$ cat src/rtl/ps2_pkg.sv
// rtl/ps2_pkg.sv - shared PS/2 types, constants and parity helper
package ps2_pkg;

  typedef enum logic [2:0] {
    ST_IDLE,
    ST_INHIBIT,
    ST_RTS,
    ST_SHIFT,
    ST_ACK,
    ST_WAIT_IDLE,
    ST_DONE
  } ps2_tx_state_e;

  localparam int PS2_FRAME_W         = 11;
  localparam int PS2_INHIBIT_CYC_DEF = 7200;
  localparam int PS2_TIMEOUT_CYC_DEF = 1080000;

  function automatic logic ps2_odd_parity(input logic [7:0] data);
    return ~^data;
  endfunction

endpackage

$ cat src/rtl/ps2_line_sync.sv
// rtl/ps2_line_sync.sv - 2-FF pad synchroniser with falling-edge pulse
module ps2_line_sync (
  input  logic clk,
  input  logic rst,
  input  logic line,
  output logic sync,
  output logic fall
);

  logic meta_q;
  logic sync_q;
  logic prev_q;

  // Reset to 1 (idle bus level) so leaving reset never fakes a fall.
  always_ff @(posedge clk) begin
    if (rst) begin
      meta_q <= 1'b1;
      sync_q <= 1'b1;
      prev_q <= 1'b1;
    end else begin
      meta_q <= line;
      sync_q <= meta_q;
      prev_q <= sync_q;
    end
  end

  assign sync = sync_q;
  assign fall = prev_q & ~sync_q;

endmodule

$ cat src/rtl/ps2_host_tx.sv
// rtl/ps2_host_tx.sv - PS/2 host-to-device command transmitter
module ps2_host_tx
  import ps2_pkg::*;
#(
  parameter int INHIBIT_CYC = PS2_INHIBIT_CYC_DEF,
  parameter int TIMEOUT_CYC = PS2_TIMEOUT_CYC_DEF
) (
  input  logic       clk_i,
  input  logic       rst_i,
  input  logic       tx_valid_i,
  output logic       tx_ready_o,
  input  logic [7:0] tx_data_i,
  output logic       busy_o,
  output logic       rx_inhibit_o,
  output logic       done_o,
  output logic       ack_err_o,
  output logic       timeout_o,
  input  logic       ps2_clk_i,
  output logic       ps2_clk_oe_o,
  input  logic       ps2_dat_i,
  output logic       ps2_dat_oe_o
);

  localparam int CNT_MAX = (INHIBIT_CYC > TIMEOUT_CYC) ? INHIBIT_CYC : TIMEOUT_CYC;
  localparam int CNT_W   = $clog2(CNT_MAX + 1);
  localparam logic [CNT_W-1:0] INH_LAST = CNT_W'(INHIBIT_CYC - 1);
  localparam logic [CNT_W-1:0] TO_LIMIT = CNT_W'(TIMEOUT_CYC);
  localparam logic [3:0]       LAST_BIT = 4'd10;

  ps2_tx_state_e state_q, state_d;
  logic [CNT_W-1:0]       cnt_q;
  logic [3:0]             bitcnt_q;
  logic [PS2_FRAME_W-1:0] frame_q;
  logic                   ack_err_q;
  logic                   timeout_q;
  logic                   clk_sync, clk_fall;
  logic                   dat_sync, dat_fall_unused;
  logic                   tmo;

  ps2_line_sync u_clk_sync (
    .clk  (clk_i),
    .rst  (rst_i),
    .line (ps2_clk_i),
    .sync (clk_sync),
    .fall (clk_fall)
  );

  ps2_line_sync u_dat_sync (
    .clk  (clk_i),
    .rst  (rst_i),
    .line (ps2_dat_i),
    .sync (dat_sync),
    .fall (dat_fall_unused)
  );

  assign tmo = (state_q inside {ST_SHIFT, ST_ACK, ST_WAIT_IDLE}) && (cnt_q >= TO_LIMIT);

  always_ff @(posedge clk_i) begin
    if (rst_i) state_q <= ST_IDLE;
    else       state_q <= state_d;
  end

  always_comb begin
    state_d      = state_q;
    tx_ready_o   = 1'b0;
    ps2_clk_oe_o = 1'b0;
    ps2_dat_oe_o = 1'b0;
    case (state_q)
      ST_IDLE: begin
        tx_ready_o = 1'b1;
        if (tx_valid_i) state_d = ST_INHIBIT;
      end
      ST_INHIBIT: begin
        ps2_clk_oe_o = 1'b1;
        if (cnt_q >= INH_LAST) state_d = ST_RTS;
      end
      ST_RTS: begin
        ps2_clk_oe_o = 1'b1;
        ps2_dat_oe_o = 1'b1;
        state_d      = ST_SHIFT;
      end
      ST_SHIFT: begin
        // Bit 0 of the frame register is always the bit currently on the wire.
        ps2_dat_oe_o = ~frame_q[0];
        if (tmo)                                   state_d = ST_DONE;
        else if (clk_fall && bitcnt_q == LAST_BIT) state_d = ST_ACK;
      end
      ST_ACK: begin
        state_d = tmo ? ST_DONE : ST_WAIT_IDLE;
      end
      ST_WAIT_IDLE: begin
        if (tmo || (clk_sync && dat_sync)) state_d = ST_DONE;
      end
      ST_DONE: state_d = ST_IDLE;
      default: state_d = ST_IDLE;
    endcase
  end

  always_ff @(posedge clk_i) begin
    if (rst_i) begin
      cnt_q     <= '0;
      bitcnt_q  <= '0;
      frame_q   <= '0;
      ack_err_q <= 1'b0;
      timeout_q <= 1'b0;
    end else begin
      case (state_q)
        ST_IDLE: begin
          cnt_q    <= '0;
          bitcnt_q <= '0;
          if (tx_valid_i) begin
            frame_q   <= {1'b1, ps2_odd_parity(tx_data_i), tx_data_i, 1'b0};
            ack_err_q <= 1'b0;
            timeout_q <= 1'b0;
          end
        end
        ST_INHIBIT: begin
          if (cnt_q != '1) cnt_q <= cnt_q + 1'b1;
        end
        ST_RTS: begin
          cnt_q    <= '0;
          bitcnt_q <= '0;
        end
        ST_SHIFT, ST_ACK, ST_WAIT_IDLE: begin
          if (cnt_q != '1) cnt_q <= cnt_q + 1'b1;
          if (tmo) begin
            timeout_q <= 1'b1;
          end else if (state_q == ST_SHIFT) begin
            if (clk_fall && bitcnt_q < LAST_BIT) begin
              frame_q  <= {1'b1, frame_q[PS2_FRAME_W-1:1]};
              bitcnt_q <= bitcnt_q + 4'd1;
            end
          end else if (state_q == ST_ACK) begin
            ack_err_q <= dat_sync;
          end
        end
        default: ;
      endcase
    end
  end

  assign busy_o       = (state_q != ST_IDLE);
  assign rx_inhibit_o = busy_o;
  assign done_o       = (state_q == ST_DONE);
  assign ack_err_o    = done_o & ack_err_q;
  assign timeout_o    = done_o & timeout_q;

endmodule

$ cat config.mk
export PLATFORM = sky130hd
export DESIGN_NAME = ps2_host_tx
export DESIGN_NICKNAME = d
export VERILOG_FILES = /design/src/rtl/ps2_pkg.sv /design/src/rtl/ps2_line_sync.sv /design/src/rtl/ps2_host_tx.sv
export SDC_FILE = /design/constraint.sdc
export NUM_CORES = 1
export LEC_CHECK = 0
export BUFFER_PORTS_ARGS = -buffer_cell sky130_fd_sc_hd__buf_4
export CORE_UTILIZATION = 55
export DETAILED_ROUTE_END_ITERATION = 12
export PLACE_DENSITY_LB_ADDON = 0.12
export SYNTH_ARGS = -nofsm -noshare
export SYNTH_HDL_FRONTEND = slang
export SYNTH_HIERARCHICAL = 1
export SYNTH_SLANG_ARGS = --single-unit
$ cat constraint.sdc
create_clock -name clk_i -period 2.7 [get_ports clk_i]
set_input_delay 0.135 -clock clk_i [delete_from_list [all_inputs] [get_ports clk_i]]
set_output_delay 0.135 -clock clk_i [all_outputs]
set_load 0.1 [all_outputs]
* Word-level counts from Yosys, hierarchy flattened
Cells that the tools add are included.
Cells by class: multiply operators 0, shift-type cells 0, reduce and logical (&&, ||, !) cells 22, div/mod/pow operators 0, equal/unequal tests 19, order comparisons 3, $add $sub $neg 2, bitwise gates (word level) 5, mux-type cells 28
Operators by type and width (count):
- $mux 11 | 4
- $pmux 21 s2 | 1
- $pmux 11 s2 | 1
- $add 21x1->21 const B | 1
- $ge 21x13->1 const B | 1
- $ge 21x21->1 const B | 1
- $mux 21 | 1
- $ne 21x21->1 const B | 1
- $pmux 3 s6 | 1
- $ne 2x2->1 const B | 8
- $mux 3 | 5
- $mux 4 | 3
- $reduce_and 5->1 | 2
- $eq 3x3->1 const B | 3
- $pmux 4 s2 | 1
- $reduce_and 4->1 | 2
- $reduce_xnor 8->1 | 1
- $mux 1 | 7
- $eq 3x2->1 const B | 2
- $pmux 1 s2 | 3
- $reduce_bool 2->1 | 3
- $reduce_bool 3->1 | 2
- $add 4x1->4 const B | 1
- $eq 4x4->1 const B | 1
- other kinds (15) | 23
Word-level totals: bits in read-only memories 0, flip-flop bits (word level) 46, output and inout port bits 8, memories 0, bits in latches 0, memory bits (writable) 0

* Longest topological paths before layout
Gate-level depths: netlist (run 1).
depth in word-level cells 7, gate-level depth with buffers 8, depth with buffers taken out 7

* Cells and area by module
Netlist (run 1), hierarchy kept.
Modules (own cells, without submodules):
- ps2_host_tx | instances 1, area each 2352.3 um^2, cells each 277
- ps2_line_sync | instances 2, area each 85.1 um^2, cells each 7

* Worst setup path after synthesis (run 1)
OpenSTA, ideal clock, no wires.
kind register to register, start register state_q[2], end register frame_q[9], period minus slack after synthesis 2997 ps, buffers on the path 1, arrival time 2859 ps, slack -297 ps, cell stages (with the launch flop) 8, path through dfxtp_1 > or3_1 > inv_1 > and2_1 > or2_2 > clkbuf_1 > a21oi_1 > a311oi_2
On the way: longest elaborated chain between the ends 5, elaborated cells between the ends (all ways) 14, those cells by class eq/ne: 7; mux: 1; reduce/logical: 6
Ends and longest elaborated chain:
- start: declaration | line ps2_host_tx.sv:30 | ps2_tx_state_e state_q, state_d;
- start signal: assignment | line ps2_host_tx.sv:60 | else state_q <= state_d;
- $eq 3x2->1 / $eq 3x3->1 (equally long branches) | line ps2_host_tx.sv:56, ps2_host_tx.sv:107, ps2_host_tx.sv:128
- $reduce_bool 3->1 | line ps2_host_tx.sv:56 | assign tmo = (state_q inside {ST_SHIFT, ST_ACK, ST_WAIT_IDLE}) && (cnt_q >= TO_LIMIT);
- $logic_and 1x1->1 | line ps2_host_tx.sv:56
- $ne 2x2->1 (no source line)
- $reduce_and 5->1 (no source line)
- end signal: assignment | line ps2_host_tx.sv:112 | frame_q <= {1'b1, ps2_odd_parity(tx_data_i), tx_data_i, 1'b0};
- end signal: assignment | line ps2_host_tx.sv:130 | frame_q <= {1'b1, frame_q[PS2_FRAME_W-1:1]};
- end: declaration | line ps2_host_tx.sv:33 | logic [PS2_FRAME_W-1:0] frame_q;
Parallel ways exist; a longest one is shown, timed or not. A chain may end at the register's enable or synchronous reset.

* Worst setup path after layout (run 1)
start register cnt_q[16], end register frame_q[6]
On the way: longest elaborated chain between the ends 4
Ends and longest elaborated chain:
- start: declaration | line ps2_host_tx.sv:31 | logic [CNT_W-1:0] cnt_q;
- start signal: assignment | line ps2_host_tx.sv:118 | if (cnt_q != '1) cnt_q <= cnt_q + 1'b1;
- start signal: assignment | line ps2_host_tx.sv:125 | if (cnt_q != '1) cnt_q <= cnt_q + 1'b1;
- $ge 21x21->1 | line ps2_host_tx.sv:56
- $logic_and 1x1->1 | line ps2_host_tx.sv:56
- $ne 2x2->1 (no source line)
- $reduce_and 5->1 (no source line)
No other way between the ends.

==> results of run 1 <==
[routing by layer]
| metal | track usage, % | vias to the layer above | part of all wire, % |
|---|---|---|---|
| met5 | 0 | - | 0 |
| met4 | 5.669 | 0 | 0.48 |
| met3 | 4.506 | 4 | 5.3 |
| met2 | 35.81 | 64 | 46 |
| met1 | 33.67 | 1003 | 48 |
| li1 | - | 1087 | - |
[worst max-delay path, stage by stage (launching register included)]
cell and delay (ps):
dfxtp_1 360, or4_4 570, o21ai_4 230, a21o_1 540, a21oi_1 130, a311oi_1 270
[power breakdown]
part           switching [mW]  internal (mW)  total, mW
clock network           0.240          0.276      0.517
logic                   0.367          0.163      0.530
registers              0.0469          0.722      0.769
total                   0.654           1.16       1.82
[final timing paths]
| path | startpoint | to | cells past startpoint |
|---|---|---|---|
| min reg2reg | u_clk_sync/meta_q | u_clk_sync/sync | 1 |
| max | cnt_q[16] | frame_q[6] | 5 |
| min | ps2_dat_i | u_dat_sync/meta_q | 2 |
| max reg2reg | cnt_q[16] | frame_q[6] | 5 |
[flip-flops by register name (all words and copies together), names as in the netlist]
register	cells
u_dat_sync/sync	1
u_clk_sync/sync	1
bitcnt_q	4
cnt_q	21
frame_q	11
u_dat_sync/meta_q	1
u_clk_sync/prev_q	1
timeout_q	1
u_clk_sync/meta_q	1
ack_err_q	1
state_q	3
[cell type report]
class                   count  area [µm²]
fillers                   366        1603
well taps                  52       65.06
inverters                   7       30.03
clock inverters             2       37.54
multi-input cells         216        1460
repair buffers             22       165.2
clock buffers               6       72.57
flip-flops and latches     46       920.9
[cell usage in the layout, fill, tap and decap left out, types with 5 or more instances in the layout]
cell type / count
inv_1: 6
nand4_1: 6
or4_1: 6
a311oi_1: 11
or2_1: 5
clkbuf_8: 5
dfxtp_1: 46
nand2_1: 14
buf_4: 22
nor2_1: 31
nand3_1: 10
mux2i_1: 11
a21oi_1: 23
and2_1: 5
o21ai_0: 7
xnor2_1: 16
==> impl_metrics.csv, run 1 <==
group,metric,value,unit
timing,hold_viol_final,0,
die,fp.dieW,69.29,µm
power,p_leak,0.9990,nW
cells_and_area,fin_util,63.19,%
timing,relSlewSlack,45.66,%
critical_path,crit_path_end_kind,"register",
cts,htree_levels,2,
cts,root_buffer,"clkbuf_8",
power,powerDensity,660.0,mW/mm²
cts,ctsResizeCount,0,
synthesis,synthesis.area,0.002490,mm²
critical_path,cp_data_arrival_time,2400,ps
cts,tritoncts,"yes",
timing,fin_worst_skew,8.758,ps
cells_and_area,antennaDiodeCount,0,
run,maxCapViolations,0,
synthesis,synth_warnings,6,
die,core.rowCount,24,
cts,cts_hold_buf,0,
cts,post_cts_buffers,0,
critical_path,worstSetupPathType,"register to register",
timing,fmax,454.4,MHz
placement,place_ws,513.1,ps
placement,dp_hpwl,3745,µm
global_routing,grt_max_degree,28,
cells_and_area,fin_area,0.002751,mm²
timing,holdWs,10.43,ps
synthesis,syn_area_per_cell,8.645,µm²
power,finalPower,1.816,mW
global_routing,grt_pass1_wl,9287,µm
global_routing,antenna_found_initial,0,
die,start_util,57.18,%
timing,maxSlewViolCount,0,
routing,vias,2158,
cts,clockBufferDepth,2,
die,die_area,0.004800,mm²
cts,clkTransAtPathRegs,80,ps
cts,cts_buffers,5,
die,top_level_ports,21,
timing,rsz0062_at_grt,"no",
cells_and_area,nets,315,
critical_path,cp_data_required_time,2900,ps
cells_and_area,final_cell_count_no_fill,351,
timing,setup-violations-final,0,
cts,clock_latency,300,ps
timing,worstMarginPinSlew,812.0,ps
timing,min_period,2201,ps
placement,post_dp_cell_area,0.002641,mm²
routing,wl_per_cell,15.32,µm
critical_path,cp_max_fo,20,
routing,drt_iter0_markers,187,
timing,fin_crit_sh,81.50,%
global_routing,track_usage,23.31,%
placement,io_buffer_count,20,
synthesis,syn-num-nets,305,
critical_path,start_kind,"register",
power,vdd_drop_max,0.4357,mV
routing,dr.pass1.iters,4,
global_routing,grt_pass1_vias,1981,
placement,placed_cells,343,
routing,drc,0,
worst_hold_path,hold_class,"input port to register",
critical_path,regToRegSetupSlack,500,ps
timing,setup_tns,0,ps
routing,routed_via_density,6.148,
placement,gp_congestion,0.8390,
cells_and_area,area_delta_synth_final,10.50,%
synthesis,syn_inst,288,
routing,drt-total-wl,5377,µm
outcome,status,"completed",
global_routing,grt_overflow,0,
routing,final_antenna_net_count,0,
cts,clock_sinks,46,
die,die_y,69.29,µm
cells_and_area,drive_gt1_share,14.38,%
die,core_area,0.004354,mm²
timing,setup_ws,499.4,ps
(Power assumes the default switching activity.)
==> run 2, diff against run 1 <==
CORE_UTILIZATION = 53   (was 55)
clock period = 1.8 ns   (was 2.7 ns; I/O delays follow)
==> run 2 against run 1 <==
Effect of this change: utilization grew 14 points; global-route usage rose by 3.4 points; the flow now finishes with violations (DRC, setup timing); setup slack got worse by 510 ps; sequential power up 48%; power is 54% higher; critical path depth grew 2; clock skew grew 9.4 ps.
==> impl_metrics.csv, run 2 (synthesis results as in run 1) <==
group,metric,value,unit
outcome,status,"complete, but fails checks",
outcome,violations,"DRC, setup timing",
critical_path,start_kind,"register",
cells_and_area,fin_area,0.003430,mm²
cells_and_area,area_delta_synth_final,37.74,%
power,pwr-share-seq,40.6,%
global_routing,track_usage,26.73,%
power,p_leak,1.322,nW
global_routing,grt_pass1_wl,10610,µm
critical_path,crit_top_cell,"buf_6",
critical_path,cp_cell_sequence,"or4_4 -> o21ai_4 -> buf_6 -> buf_6 -> nand4_1 -> xor2_1 -> nor2_1",
critical_path,cp_data_required_time,1990,ps
timing,maxSlewViolCount,0,
timing,rsz0062_at_grt,"yes",
timing,setup_ws,-10.58,ps
cts,cts_buffers,5,
timing,setup-violations-final,1,
timing,hold_viol_final,0,
cts,clock_latency,300,ps
cts,clockBufferDepth,2,
die,core_area,0.004444,mm²
timing,fin_worst_skew,18.18,ps
routing,drc,3,
power,power_frac_comb,35.7,%
cells_and_area,final_common_cell,"buf_4",
worst_hold_path,hold_class,"input port to register",
die,start_util,56.02,%
power,clkPwrFrac,23.8,%
critical_path,crit_path_start,"cnt_q[16]",
critical_path,critical_path.max_stage_delay,560,ps
placement,dp_hpwl,4391,µm
routing,dr.pass1.iters,9,
timing,min_period,1811,ps
global_routing,antenna_found_initial,0,
power,internal-power,1.713,mW
cells_and_area,nets,369,
routing,wl_per_cell,17.03,µm
placement,io_buffer_count,20,
timing,relSlewSlack,69.12,%
timing,fmax,552.3,MHz
worst_hold_path,min_from,"tx_valid_i",
power,finalPower,2.805,mW
cells_and_area,reg_top3,"cnt_q (21), frame_q (11), bitcnt_q (4)",
cells_and_area,mostFrequentLayoutCells,"66 x buf_4, 34 x dfxtp_1, 30 x nor2_1",
critical_path,crit_path_end_kind,"register",
cells_and_area,largest_reg_flops,21,
power,vdd_drop_max,0.5978,mV
global_routing,grt_pass1_vias,2338,
critical_path,slowest_stage,"or4_4",
die,die_y,70.54,µm
power,powerDensity,817.8,mW/mm²
cts,clock_sinks,46,
run,maxCapViolations,0,
power,p_sw_share,38.94,%
cells_and_area,final_cell_count_no_fill,405,
routing,routed_via_density,6.291,
critical_path,r2r-start,"cnt_q[16]",
global_routing,grt_overflow,0,
placement,placed_cells,388,
routing,vias,2548,
cells_and_area,top_register,"cnt_q",
placement,post_dp_cell_area,0.003038,mm²
timing,fin_crit_sh,100.6,%
critical_path,cp_data_arrival_time,2010,ps
die,fp.dieW,70.54,µm
power,p_sw,1.092,mW
critical_path,worstSetupPathType,"register to register",
critical_path,cp_max_fo,4,
cells_and_area,antennaDiodeCount,0,
cts,root_buffer,"clkbuf_8",
timing,worstMarginPinSlew,459.7,ps
die,core.rowCount,24,
cells_and_area,drive_gt1_share,41.08,%
cts,tritoncts,"yes",
routing,final_antenna_net_count,0,
cts,htree_levels,2,
die,top_level_ports,21,
placement,place_ws,-62.52,ps
routing,drt-total-wl,6896,µm
placement,gp_congestion,0.8576,
die,die_area,0.004976,mm²
global_routing,grt_max_degree,28,
cts,clkTransAtPathRegs,100,ps
routing,drt_iter0_markers,248,
run 2: cell count changes in the layout (fill, tap and decap cells not counted), sizes merged:
cell | previous run | this run
clkinvlp | 2 | 3
nand3 | 11 | 12
inv | 6 | 7
buf | 22 | 71
bufinv | 1 | 0
clkbuf | 6 | 7
dlygate4sd3 | 0 | 2
run 2: final timing paths:
| kind | endpoint | slack, ps | cells after the start |
|---|---|---|---|
| worst max-delay path | bitcnt_q[2] | -10 | 7 |
| worst min-delay path | timeout_q | 100 | 3 |
| worst max register to register | bitcnt_q[2] | -10 | 7 |
| worst min register to register | u_clk_sync/sync | 400 | 1 |
run 2: through the flow:
stage / utilization (%) / setup TNS, ps / hold WS, ps
6_report: 77.17 / -10.58 / 100.4
5_1_grt: 77.17 / -358.7 / 109.4
4_1_cts: 71.31 / 0 / 97.30
3_5_place_dp: 68.36 / -145.2 / 272.4
3_3_place_gp: 68.36 / -23.92 / 268.1
2_1_floorplan: - / -3958 / 187.1
run 2: worst max-delay path: cells and delay by family, from the launching register on:
family	cells	cell delay, ps
AOI/OAI and AO/OA	1	200
xor gates and xnor gates	1	190
buffers and inverters	2	240
DFF	1	330
and+or+nand+nor	3	750
run 2: final cells by class:
| type | count | area (µm²) |
|---|---|---|
| flip-flops and latches | 46 | 938.4 |
| fillers | 307 | 1015 |
| clock inverters | 3 | 23.77 |
| inverters | 7 | 30.03 |
| well taps | 52 | 65.06 |
| repair buffers | 75 | 639.4 |
| multi-input cells | 217 | 1664 |
| clock buffers | 5 | 68.82 |
run 2: metal layers:
metal	wire [µm]	share of wire, %	vias to the layer above	global-route usage (%)
met2	3266	47	98	44.01
met1	3160	46	1234	36.36
met5	0	0	-	0
met4	146	2.1	0	9.778
met3	322	4.7	15	3.276
li1	-	-	1201	-
run 2: what timing repair did:
item                                    4_1_cts  5_1_grt
setup buffers                                 0        4
endpoints found under the setup margin        7       26
cloned                                        0        3
resized for setup                             8       46
endpoints found under the hold margin         2        0
hold buffers                                  2        0
pin swaps                                     2       15
run 2: power by group through the flow:
stage          registers [mW]  clock network, mW  logic, mW
2_1_floorplan            1.14                  0      0.737
3_3_place_gp             1.15                  0      0.921
3_5_place_dp             1.15                  0      0.931
4_1_cts                  1.13              0.675      0.947
5_1_grt                  1.15              0.721       1.05
6_report                 1.14              0.667       1.00
